==> src/rtl/wb_bus_arbiter.sv <==
// Two-master / one-slave Wishbone arbiter with cycle-long grant, fixed or
// round-robin tie-break, and a watchdog that aborts unanswered strobes.
module wb_bus_arbiter #(
  parameter bit          ROUND_ROBIN = 1'b0,
  parameter int unsigned TIMEOUT     = 255
) (
  input  logic        clk_i,
  input  logic        rst_i,
  input  logic        m0_cyc_i,
  input  logic        m0_stb_i,
  input  logic        m0_we_i,
  input  logic [3:0]  m0_sel_i,
  input  logic [31:0] m0_addr_i,
  input  logic [31:0] m0_dat_i,
  output logic [31:0] m0_dat_o,
  output logic        m0_ack_o,
  output logic        m0_err_o,
  input  logic        m1_cyc_i,
  input  logic        m1_stb_i,
  input  logic        m1_we_i,
  input  logic [3:0]  m1_sel_i,
  input  logic [31:0] m1_addr_i,
  input  logic [31:0] m1_dat_i,
  output logic [31:0] m1_dat_o,
  output logic        m1_ack_o,
  output logic        m1_err_o,
  output logic        wbs_cyc_o,
  output logic        wbs_stb_o,
  output logic        wbs_we_o,
  output logic [3:0]  wbs_sel_o,
  output logic [31:0] wbs_addr_o,
  output logic [31:0] wbs_dat_o,
  input  logic [31:0] wbs_dat_i,
  input  logic        wbs_ack_i,
  input  logic        wbs_err_i,
  output logic [1:0]  gnt_o
);

  localparam int WDW = $clog2(TIMEOUT + 1);
  localparam logic [WDW-1:0] WD_LAST = WDW'(TIMEOUT - 1);

  typedef enum logic [2:0] {IDLE, GNT0, GNT1, ABORT0, ABORT1} state_t;

  state_t         state_q, state_d;
  logic           last_q, last_d;   // 1 = master 1 was granted most recently
  logic [WDW-1:0] wdog_q, wdog_d;

  logic [1:0]        m_cyc, m_stb, m_we, m_ack, m_err;
  logic [1:0][3:0]   m_sel;
  logic [1:0][31:0]  m_addr, m_dat;

  assign m_cyc  = {m1_cyc_i,  m0_cyc_i};
  assign m_stb  = {m1_stb_i,  m0_stb_i};
  assign m_we   = {m1_we_i,   m0_we_i};
  assign m_sel  = {m1_sel_i,  m0_sel_i};
  assign m_addr = {m1_addr_i, m0_addr_i};
  assign m_dat  = {m1_dat_i,  m0_dat_i};

  logic granted, aborting, owner, timeout;

  function automatic state_t gnt_state(input logic x);
    return x ? GNT1 : GNT0;
  endfunction

  always_comb begin
    granted  = (state_q == GNT0)   || (state_q == GNT1);
    aborting = (state_q == ABORT0) || (state_q == ABORT1);
    owner    = (state_q == GNT1)   || (state_q == ABORT1);
    // An ack/err arriving on the final watchdog cycle still wins.
    timeout  = granted && m_stb[owner] && !wbs_ack_i && !wbs_err_i &&
               (wdog_q == WD_LAST);
  end

  always_comb begin
    state_d = state_q;
    wdog_d  = '0;
    last_d  = last_q;
    case (state_q)
      IDLE: begin
        if (m_cyc[0] && m_cyc[1])
          state_d = gnt_state(ROUND_ROBIN ? ~last_q : 1'b0);
        else if (m_cyc[0])
          state_d = GNT0;
        else if (m_cyc[1])
          state_d = GNT1;
      end
      GNT0, GNT1: begin
        if (!m_cyc[owner])
          state_d = m_cyc[~owner] ? gnt_state(~owner) : IDLE;
        else if (timeout)
          state_d = owner ? ABORT1 : ABORT0;
        else if (m_stb[owner] && !wbs_ack_i && !wbs_err_i)
          wdog_d = wdog_q + 1'b1;
      end
      ABORT0, ABORT1: begin
        if (!m_cyc[owner])
          state_d = m_cyc[~owner] ? gnt_state(~owner) : IDLE;
      end
      default: state_d = IDLE;
    endcase
    if (state_d == GNT0)      last_d = 1'b0;
    else if (state_d == GNT1) last_d = 1'b1;
  end

  always_ff @(posedge clk_i or posedge rst_i) begin
    if (rst_i) begin
      state_q <= IDLE;
      last_q  <= 1'b1;
      wdog_q  <= '0;
    end else begin
      state_q <= state_d;
      last_q  <= last_d;
      wdog_q  <= wdog_d;
    end
  end

  // Bus outputs are gated by rst_i directly so a mid-cycle reset drops cyc at once.
  always_comb begin
    wbs_cyc_o  = 1'b0;
    wbs_stb_o  = 1'b0;
    wbs_we_o   = 1'b0;
    wbs_sel_o  = '0;
    wbs_addr_o = '0;
    wbs_dat_o  = '0;
    gnt_o      = '0;
    m_ack      = '0;
    m_err      = '0;
    if (!rst_i) begin
      if (granted) begin
        wbs_cyc_o      = m_cyc[owner];
        wbs_stb_o      = m_stb[owner];
        wbs_we_o       = m_we[owner];
        wbs_sel_o      = m_sel[owner];
        wbs_addr_o     = m_addr[owner];
        wbs_dat_o      = m_dat[owner];
        gnt_o[owner]   = 1'b1;
        m_ack[owner]   = wbs_ack_i;
        m_err[owner]   = wbs_err_i | timeout;
      end else if (aborting) begin
        gnt_o[owner]   = 1'b1;
      end
    end
  end

  assign m0_ack_o = m_ack[0];
  assign m1_ack_o = m_ack[1];
  assign m0_err_o = m_err[0];
  assign m1_err_o = m_err[1];
  assign m0_dat_o = wbs_dat_i;
  assign m1_dat_o = wbs_dat_i;

endmodule
==> config.mk <==
export PLATFORM = sky130hd
export DESIGN_NAME = wb_bus_arbiter
export DESIGN_NICKNAME = d
export VERILOG_FILES = /design/src/rtl/wb_bus_arbiter.sv
export SDC_FILE = /design/constraint.sdc
export NUM_CORES = 1
export LEC_CHECK = 0
export BUFFER_PORTS_ARGS = -buffer_cell sky130_fd_sc_hd__buf_2
export CORE_AREA = 5 5 122 124
export CTS_BUF_LIST = sky130_fd_sc_hd__clkbuf_4 sky130_fd_sc_hd__clkbuf_8
export DETAILED_ROUTE_END_ITERATION = 10
export DIE_AREA = 0 0 127 129
export PLACE_DENSITY = 0.52
export REMOVE_ABC_BUFFERS = 1
export SLEW_MARGIN = 15
export SYNTH_ARGS = -nofsm -noshare
export SYNTH_HDL_FRONTEND = slang
export SYNTH_SLANG_ARGS = --single-unit
==> constraint.sdc <==
create_clock -name clk_i -period 3.35 [get_ports clk_i]
set_input_delay 0.1675 -clock clk_i [delete_from_list [all_inputs] [get_ports clk_i]]
set_output_delay 0.1675 -clock clk_i [all_outputs]
set_load 0.02 [all_outputs]
==> flow_metrics.py, run 1 <==
metrics = {
    "global_route": {
        "grtUsageTotal_pct": 11.75,
        "grt_pass1_wl_um": 15200,
        "antenna_found_initial": 0,
        "grt-ovfl-total": 0,
        "grt_pass1_vias": 2738,
        "grt_max_degree": 54,
    },
    "worst_setup_path": {
        "cp.required_ns": 3.18,
        "ff2ff_path_depth": 6,
        "rr_endpoint": "state_q[1]",
        "critPathKind": "reg -> out",
        "crit_path_end_kind": "output port",
        "worst-r2r-setup-slack_ns": 1.24,
        "start_kind": "flop",
        "critPathMaxFanout": 26,
        "worst_r2r_startpoint": "state_q[2]",
        "arrival_ns": 2.21,
    },
    "clock_tree": {
        "cts_setup_buffers": 0,
        "cts.path.max_buffers": 2,
        "path_clk_slew_ns": 0.05,
        "clk_latency_ns": 0.24,
        "cts_buffers": 3,
        "cts_tree": "yes",
        "numClockSinks": 11,
        "cts_resized": 0,
        "htreeDepth": 1,
        "clockRootBuffer": "clkbuf_8",
    },
    "synthesis": {
        "synth_xor_area_share_pct": 2.445,
        "syn_area_per_cell_um2": 5.687,
        "synth-simple-area-share_pct": 34.58,
        "ys_types": 34,
        "synth_compound_area_share_pct": 20.61,
        "synthCells": 378,
        "synth_async_sr_flop_share_pct": 100.0,
        "synthAdderAreaFrac_pct": 1.164,
        "yosys_warnings": 0,
        "yosys_most_used_dff": "dfrtp_1",
        "seq_area_frac_synth_pct": 12.81,
        "ys_ff_latch": 11,
        "synth_top_family_by_area": "simple AND/OR/NAND/NOR gates",
        "syn_area_mm2": 0.002150,
        "synth-edff-count": 0,
        "synth.area.mux_share_pct": 0.4657,
    },
    "layout": {
        "layout_commonest_cell": "buf_2",
        "synthToLayoutAreaGrowth_pct": 40.86,
        "mostFrequentLayoutCells": "222 x buf_2, 146 x nand2_1, 72 x a21oi_1",
        "antenna_cells": 0,
        "multi_input_area_mm2": 0.001286,
        "design_area_mm2": 0.003028,
        "drive_gt1_share_pct": 45.40,
        "seqCellArea_um2": 275.3,
        "fillers": 1615,
        "nNetsFinal": 703,
    },
    "place": {
        "dp_hpwl_um": 8906,
        "postPlaceCellArea_mm2": 0.002969,
        "port_buffers": 222,
        "pre_cts_slack_ns": 1.195,
        "gp_congestion": 0.7422,
    },
    "routing": {
        "wl_per_cell_um": 15.71,
        "viasPerCell": 4.226,
        "wl_um": 11030,
        "antenna_left": 0,
        "first_pass_iters": 5,
        "drc": 0,
        "first_iter_violations": 114,
        "vias": 2967,
    },
    "min_path": {
        "min_from": "m0_cyc_i",
        "worstHoldPathType": "in -> reg",
        "min_path_cells": 3,
        "hold_path_end": "state_q[0]",
    },
    "pwr": {
        "leakage_nw": 1.751,
        "power.density_mw_per_mm2": 229.4,
        "ir_drop_mv": 0.08918,
    },
    "floorplan": {
        "start_util_pct": 15.73,
        "die_x_um": 127,
        "num_rows": 43,
        "die_area_mm2": 0.01638,
        "core_area_mm2": 0.01367,
        "die_h_um": 129,
        "pin_count": 319,
    },
    "sta": {
        "fin_ws_ns": 0.9766,
        "setup_violations": 0,
        "timing.fmax_mhz": 421.3,
        "final_hold_viol_count": 0,
        "fin_crit_sh_pct": 70.85,
        "drv_slew": 0,
        "tightest_slew_ns": 0.5445,
        "finClkSkew_ns": 0.002761,
        "slew_headroom_pct": 63.70,
        "post-route-min-period_ns": 2.373,
        "rsz0062_at_grt": "no",
    },
    "run": {
        "max-cap-violations": 0,
    },
    "run_status": {
        "outcome": "finished clean",
    },
}
==> Yosys cell counts, drive strengths merged, types with 3 or more instances <==
| cell type | n | share of area (%) |
|---|---|---|
| nand2 | 146 | 25 |
| a21oi | 73 | 18 |
| buf | 70 | 24 |
| clkbuf | 20 | 3.5 |
| nor2 | 12 | 2.1 |
| dfrtp | 11 | 13 |
| inv | 5 | 0.87 |
| nor3 | 5 | 1.2 |
| xor2 | 5 | 2.0 |
| nand3 | 3 | 0.70 |
| nor2b | 3 | 0.87 |
==> critical path, cell delays in order, from the launching register on <==
cell	delay, ns
dfrtp_1	0.52
nand2b_1	0.22
a21o_2	0.47
buf_4	0.31
nand2_1	0.07
a21oi_1	0.18
buf_2	0.20
==> worst max-delay path by stage <==
stage | start | endpoint | slack [ns] | cells past startpoint
global route | state_q[2] | wbs_dat_o[24] | 0.77 | 6
floorplan | state_q[0] | m1_ack_o | -0.35 | 3
CTS | state_q[2] | wbs_addr_o[24] | 0.93 | 6
detailed placement | state_q[2] | state_q[1] | 1.19 | 6
global placement | state_q[2] | wbs_addr_o[18] | 1.17 | 6
finish | state_q[2] | wbs_dat_o[18] | 0.98 | 6
==> logic make-up (layout without fill, tap and decap cells) <==
logic type               Yosys count  in the layout
AO/OA/AOI/OAI                     82             82
XOR/XNOR                           6              6
flip-flops                        11             11
adder cells (fa/ha/maj)            2              2
AND/OR/NAND/NOR                  181            181
buffers and inverters             95            239
multiplexers                       1              1
==> through the flow <==
step	setup TNS (ns)	hold WS (ns)	power (mW)	utilization, %	cells
after CTS	0	0.2303	0.7053	22.16	702
after floorplan	-23.95	0.01994	0.3652	-	288
after detailed placement	0	0.2108	0.5580	21.73	697
final	0	0.2379	0.6947	22.16	702
after global routing	0	0.2474	0.7501	22.16	702
after global placement	0	0.2199	0.5611	21.73	697
==> layout make-up <==
type	instances	share of cell area [%]
timing repair buffer	230	38.76
multi-input combinational	272	42.48
tap	180	7.438
sequential	11	9.091
clock buffer	4	1.612
inverter	5	0.6198
==> timing repair <==
item | CTS | global route
endpoints found under the hold margin | 11 | 0
hold buffers | 1 | 0
setup endpoints to repair | 0 | 0
==> routing by layer <==
metal / routed length [um] / GRT usage, % / share of wire [%]
met2: 4553 / 16.28 / 41
met5: 51 / 5.294 / 0.46
met3: 1735 / 7.306 / 16
met4: 161 / 2.902 / 1.5
met1: 4523 / 14.82 / 41
==> flip-flops by register name, summed over array words and instances, names as in the netlist <==
register  flops
wdog_q        8
state_q       3
==> power breakdown <==
part | internal (mW) | total [mW] | switching [mW]
Clock | 0.0917 | 0.142 | 0.0499
Sequential | 0.136 | 0.142 | 0.00658
Combinational | 0.158 | 0.411 | 0.253
Total | 0.385 | 0.695 | 0.310
Note: power is estimated with default switching activity, not from simulation.
==> run 2, diff against run 1 <==
- clock period: 3.35 -> 2.5 ns (I/O delays scaled with it)
==> flow_metrics.py, run 2 (synthesis gave the netlist of run 1 again) <==
metrics = {
    "clock_tree": {
        "clockRootBuffer": "clkbuf_8",
        "numClockSinks": 11,
        "cts_setup_buffers": 0,
        "cts.path.max_buffers": 2,
        "clk_latency_ns": 0.23,
        "cts_buffers": 3,
        "path_clk_slew_ns": 0.05,
        "htreeDepth": 1,
        "cts_resized": 0,
        "cts_tree": "yes",
    },
    "routing": {
        "wl_met2_um": 4457,
        "first_iter_violations": 137,
        "met3_length_um": 1650,
        "viasPerCell": 4.244,
        "antenna_left": 0,
        "wl_met1_um": 4470,
        "vias": 2971,
        "drc": 0,
        "first_pass_iters": 4,
        "wl_um": 10750,
        "highest_layer": "met5",
        "wl_per_cell_um": 15.35,
    },
    "layout": {
        "drive_gt1_share_pct": 45.19,
        "seqCellArea_um2": 275.3,
        "multi_input_area_mm2": 0.001286,
        "mostFrequentLayoutCells": "222 x buf_2, 146 x nand2_1, 72 x a21oi_1",
        "antenna_cells": 0,
        "regMostFlops": "wdog_q",
        "largest_register_ff_count": 8,
        "nNetsFinal": 701,
        "synthToLayoutAreaGrowth_pct": 41.79,
        "layout_commonest_cell": "buf_2",
        "fillers": 1585,
        "instances_no_fill": 700,
        "top_regs": "wdog_q: 8 flops, state_q: 3 flops",
    },
    "floorplan": {
        "die_x_um": 127,
        "pin_count": 319,
        "start_util_pct": 15.73,
        "die_area_mm2": 0.01638,
        "die_h_um": 129,
        "num_rows": 43,
        "core_area_mm2": 0.01367,
    },
    "pwr": {
        "p_int_mw": 0.5098,
        "p_sw_share_pct": 44.61,
        "p_sw_mw": 0.4106,
        "power.density_mw_per_mm2": 302.0,
        "clkPwrFrac_pct": 18.8,
        "leakage_nw": 1.757,
        "p_seq_share_pct": 20.7,
        "ir_drop_mv": 0.1123,
        "combinationalPowerShare_pct": 60.5,
    },
    "worst_setup_path": {
        "arrival_ns": 1.95,
        "crit_path_end_kind": "output port",
        "crit_start": "state_q[2]",
        "critPathMaxFanout": 56,
        "start_kind": "flop",
        "worst_r2r_startpoint": "state_q[2]",
        "path_buf_inv": 2,
        "endpoint": "wbs_addr_o[12]",
        "path_cells": "nand2b_1, a21oi_4, buf_12, nand2_1, a21oi_1, buf_2",
        "worst-path-stages": 6,
        "critPathKind": "reg -> out",
        "max_stage_delay_ns": 0.48,
        "cpLargestDelayFamily": "flip-flops",
        "ff2ff_path_depth": 5,
        "worst-r2r-setup-slack_ns": 0.46,
        "cp_slowest_cell": "dfrtp_1",
        "rr_endpoint": "wdog_q[4]",
        "cp.required_ns": 2.38,
    },
    "place": {
        "dp_hpwl_um": 8713,
        "port_buffers": 222,
        "gp_congestion": 0.7394,
        "dp.cells": 695,
    },
    "sta": {
        "tns_ns": 0,
        "timing.fmax_mhz": 481.5,
        "tightest_slew_ns": 0.4290,
        "finClkSkew_ns": 0.001196,
        "post-route-min-period_ns": 2.077,
        "drv_slew": 0,
        "final_hold_viol_count": 0,
        "slew_headroom_pct": 71.37,
        "setup_violations": 0,
        "fin_crit_sh_pct": 83.07,
        "rsz0062_at_grt": "no",
    },
    "global_route": {
        "grt_pass1_vias": 2861,
        "grt-ovfl-total": 0,
        "grt_pass1_wl_um": 15440,
        "antenna_found_initial": 0,
        "grtUsageTotal_pct": 11.77,
        "grt_max_degree": 74,
    },
    "min_path": {
        "worstHoldPathType": "in -> reg",
    },
    "run_status": {
        "outcome": "finished clean",
    },
    "run": {
        "max-cap-violations": 0,
    },
}
[run 2: changes by cell type in the layout (fill, tap and decap cells not counted)]
cell,change
clkinv_2,+1
clkbuf_4,-1
buf_4,-5
buf_12,+3
[run 2: stage by stage]
stage	worst slack (ns)	hold slack, ns	instance area [um^2]	power (mW)	utilization, %
after floorplan	-1.153	-0.02256	1568	0.4894	-
after global placement	0.5233	0.1858	2992	0.7586	21.89
after detailed placement	0.4662	0.1726	2992	0.7560	21.89
after CTS	0.3960	0.1900	3048	0.9379	22.30
after global routing	0.2785	0.2022	3048	1.002	22.30
final	0.4233	0.2005	3048	0.9204	22.30
[run 2: cell type report]
type / count / area share [%]
clock inverters: 1 / 0.1642
multi-input cells: 272 / 42.20
inverters: 5 / 0.6158
flip-flops and latches: 11 / 9.031
clock buffers: 3 / 1.355
well taps: 180 / 7.389
repair buffers: 228 / 39.24
[run 2: routing by layer]
layer / global-route usage, % / vias to the layer above
li1: - / 1437
met1: 15.53 / 1292
met2: 16.06 / 230
met3: 7.181 / 10
met4: 1.956 / 2
met5: 5.000 / -
[run 2: worst min-delay path by stage]
stage	startpoint	to	slack [ns]	depth (start not counted)
finish	m0_cyc_i	state_q[0]	0.20	3
global placement	rst_i	state_q[1]	0.19	2
global route	m0_cyc_i	state_q[0]	0.20	3
floorplan	rst_i	state_q[0]	-0.02	1
CTS	m0_cyc_i	state_q[0]	0.19	3
detailed placement	rst_i	state_q[1]	0.17	2
[run 2: what timing repair did]
action,4_1_cts,5_1_grt
hold buffers,1,0
setup endpoints to repair,0,0
endpoints found under the hold margin,11,0
[run 2: worst reg2reg max path: stages, from the launching register on]
cell and delay [ns]:
dfrtp_1 0.48, nand2b_1 0.24, a21oi_4 0.22, mux2i_1 0.16, or4_1 0.70, nor2_1 0.16
[run 2: power groups by stage]
stage	logic, mW	clock network, mW	registers (mW)
2_1_floorplan	0.299	0	0.191
3_3_place_gp	0.566	0	0.193
3_5_place_dp	0.563	0	0.193
4_1_cts	0.566	0.181	0.190
5_1_grt	0.621	0.189	0.191
6_report	0.557	0.173	0.190
==> run 3, diff against run 2 <==
- ABC_AREA: default -> 1
- CORE_AREA: 5 5 122 124 -> 5 5 120 122
- DIE_AREA: 0 0 127 129 -> 0 0 125 127
- PLACE_DENSITY: 0.52 -> 0.55
- clock period: 2.5 -> 1.9 ns (I/O delays scaled with it)
==> flow_metrics.py, run 3 <==
metrics = {
    "run_status": {
        "outcome": "complete, but fails checks",
        "violations": "negative setup slack",
    },
    "sta": {
        "tns_ns": -0.1400,
        "fin_ws_ns": -0.02070,
        "rsz0062_at_grt": "yes",
        "tightest_slew_ns": 0.2728,
        "post-route-min-period_ns": 1.921,
        "finClkSkew_ns": 0.001961,
        "final_hold_viol_count": 0,
        "drv_slew": 0,
        "setup_violations": 16,
        "slew_headroom_pct": 81.74,
        "timing.hold.ws_ns": 0.1902,
        "fin_crit_sh_pct": 101.1,
        "timing.fmax_mhz": 520.6,
    },
    "global_route": {
        "grtUsageTotal_pct": 21.86,
        "grt_pass1_vias": 2981,
        "antenna_found_initial": 1,
        "grt-ovfl-total": 0,
        "grt_max_degree": 39,
        "grt_pass1_wl_um": 24380,
    },
    "layout": {
        "synthToLayoutAreaGrowth_pct": 61.06,
        "mostFrequentLayoutCells": "162 x buf_2, 157 x nor2_1, 69 x buf_4",
        "antenna_cells": 0,
        "fin_util_pct": 27.57,
        "layout_commonest_cell": "buf_2",
        "drive_gt1_share_pct": 48.50,
        "top_regs": "wdog_q: 8 flops, state_q: 3 flops",
        "instances_no_fill": 743,
        "largest_register_ff_count": 8,
        "regMostFlops": "wdog_q",
        "design_area_mm2": 0.003607,
        "nNetsFinal": 748,
    },
    "worst_setup_path": {
        "path_buf_inv": 3,
        "arrival_ns": 1.83,
        "cpLargestDelayFamily": "buffers and inverters",
        "cp_slowest_cell": "dfrtp_2",
        "max_stage_delay_ns": 0.44,
        "path_cells": "a21oi_2, nand2_2, nor2_4, buf_12, clkbuf_16, o21ai_2, nor2_1, buf_4",
        "start_kind": "flop",
        "critPathKind": "reg -> out",
        "crit_path_end_kind": "output port",
        "critPathMaxFanout": 8,
        "cp.required_ns": 1.80,
    },
    "place": {
        "port_buffers": 222,
        "gp_congestion": 0.9005,
        "postPlaceCellArea_mm2": 0.003134,
        "dp.cells": 723,
        "dp_hpwl_um": 16530,
        "pre_cts_slack_ns": 0.1555,
    },
    "routing": {
        "vias": 3280,
        "first_iter_violations": 148,
        "drc": 0,
        "antenna_left": 0,
        "wl_um": 19810,
        "viasPerCell": 4.415,
        "wl_per_cell_um": 26.66,
        "first_pass_iters": 4,
    },
    "floorplan": {
        "num_rows": 42,
        "pin_count": 319,
        "core_area_mm2": 0.01309,
        "start_util_pct": 17.12,
        "die_area_mm2": 0.01588,
        "die_h_um": 127,
        "die_x_um": 125,
    },
    "pwr": {
        "ir_drop_mv": 0.4738,
        "p_sw_share_pct": 57.03,
        "power.density_mw_per_mm2": 1591,
        "combinationalPowerShare_pct": 90.1,
        "leakage_nw": 1.917,
        "clkPwrFrac_pct": 4.4,
        "p_sw_mw": 3.274,
        "total_power_mw": 5.740,
        "p_int_mw": 2.467,
        "p_seq_share_pct": 5.5,
    },
    "synthesis": {
        "synth-edff-count": 0,
        "ys_ff_latch": 11,
        "yosys_most_used_dff": "dfrtp_1",
        "yosys-top-cells-area": "nor2_1 26%, buf_4 21%, o21ai_0 13%",
        "ys_types": 26,
        "synth_async_sr_flop_share_pct": 100.0,
        "seq_area_frac_synth_pct": 12.29,
        "synth_top_cell_by_area": "nor2_1",
        "syn_area_per_cell_um2": 5.571,
        "synthCells": 402,
        "yosysTopAreaCellShare_pct": 26.31,
        "synthTopCellsByCount": "157 x nor2_1, 64 x buf_4, 57 x o21ai_0",
        "syn_area_mm2": 0.002240,
        "yosys.cell_count.top_type": "nor2_1",
        "yosys_warnings": 0,
    },
    "run": {
        "max-cap-violations": 0,
    },
    "clock_tree": {
        "cts_tree": "yes",
        "path_clk_slew_ns": 0.05,
        "cts.path.max_buffers": 2,
        "numClockSinks": 11,
        "clk_latency_ns": 0.24,
        "clockRootBuffer": "clkbuf_8",
        "cts_buffers": 3,
        "htreeDepth": 1,
    },
    "min_path": {
        "worstHoldPathType": "in -> out",
    },
}
==> run 3: cell types whose count changed in the layout (fill, tap and decap cells not counted), moves of 5 or more <==
| cell | delta |
|---|---|
| o21ai_1 | +15 |
| o21ai_0 | +51 |
| buf_2 | -60 |
| a21oi_2 | +5 |
| buf_4 | +67 |
| nor2_1 | +145 |
| inv_1 | +6 |
| nand2_1 | -126 |
| nand3_1 | +9 |
| a21oi_1 | -69 |
==> run 3: metal layers <==
metal,track usage (%),vias up,part of all wire [%]
li1,-,1553,-
met1,19.63,1463,32
met2,39.61,231,50
met3,12.98,29,13
met4,8.737,4,4.5
met5,4.954,-,0.54
==> run 3: layout make-up <==
| type | instances | area, um^2 |
|---|---|---|
| inverter | 13 | 53.80 |
| timing repair buffer | 248 | 1634 |
| tap | 176 | 220.2 |
| sequential | 11 | 277.8 |
| clock buffer | 4 | 48.80 |
| multi-input combinational | 291 | 1373 |
| fill | 1510 | 9478 |
==> run 3: logic make-up (layout without fill, tap and decap cells) <==
family / Yosys count / in the layout / synth area share, %
and+or+nand+nor: 205 / 205 / 37.99
buffers and inverters: 100 / 265 / 28.38
AOI/OAI and AO/OA: 79 / 79 / 18.27
DFF: 11 / 11 / 12.29
xor gates and xnor gates: 5 / 5 / 1.956
adders and majority gates: 2 / 2 / 1.117
==> run 3: worst paths after layout <==
kind / slack [ns] / to / startpoint / cells past startpoint
worst min-delay path: 0.19 / m0_dat_o[16] / wbs_dat_i[16] / 0
min in group asynchronous: 0.45 / state_q[0] / rst_i / 4
max in group asynchronous: 1.29 / state_q[1] / rst_i / 4
worst min register to register: 0.45 / wdog_q[0] / wdog_q[0] / 1
worst max register to register: 0.15 / state_q[0] / state_q[1] / 10
worst max-delay path: -0.02 / wbs_dat_o[24] / state_q[1] / 8
==> run 3: worst reg2reg max path, delay by kind of cell, from the launching register on <==
| family | cells | cell delay, ns |
|---|---|---|
| flip-flops | 1 | 0.44 |
| AND/OR/NAND/NOR | 7 | 0.71 |
| buffers and inverters | 2 | 0.31 |
| AO/OA/AOI/OAI | 1 | 0.18 |
==> run 3: power groups by stage <==
stage          sequential, mW  combinational [mW]  clock (mW)
3_3_place_gp            0.312                4.26           0
2_1_floorplan           0.309                2.39           0
3_5_place_dp            0.313                4.24           0
6_report                0.314                5.17       0.252
4_1_cts                 0.314                4.47       0.250
5_1_grt                 0.321                5.60       0.267
==> run 3: repair_timing <==
item | CTS | global route
gates resized for setup | 10 | 82
setup buffers | 1 | 7
pin swaps | 0 | 10
hold buffers | 1 | 0
setup endpoints to repair | 33 | 61
gates cloned | 1 | 6
hold endpoints to repair | 11 | 0
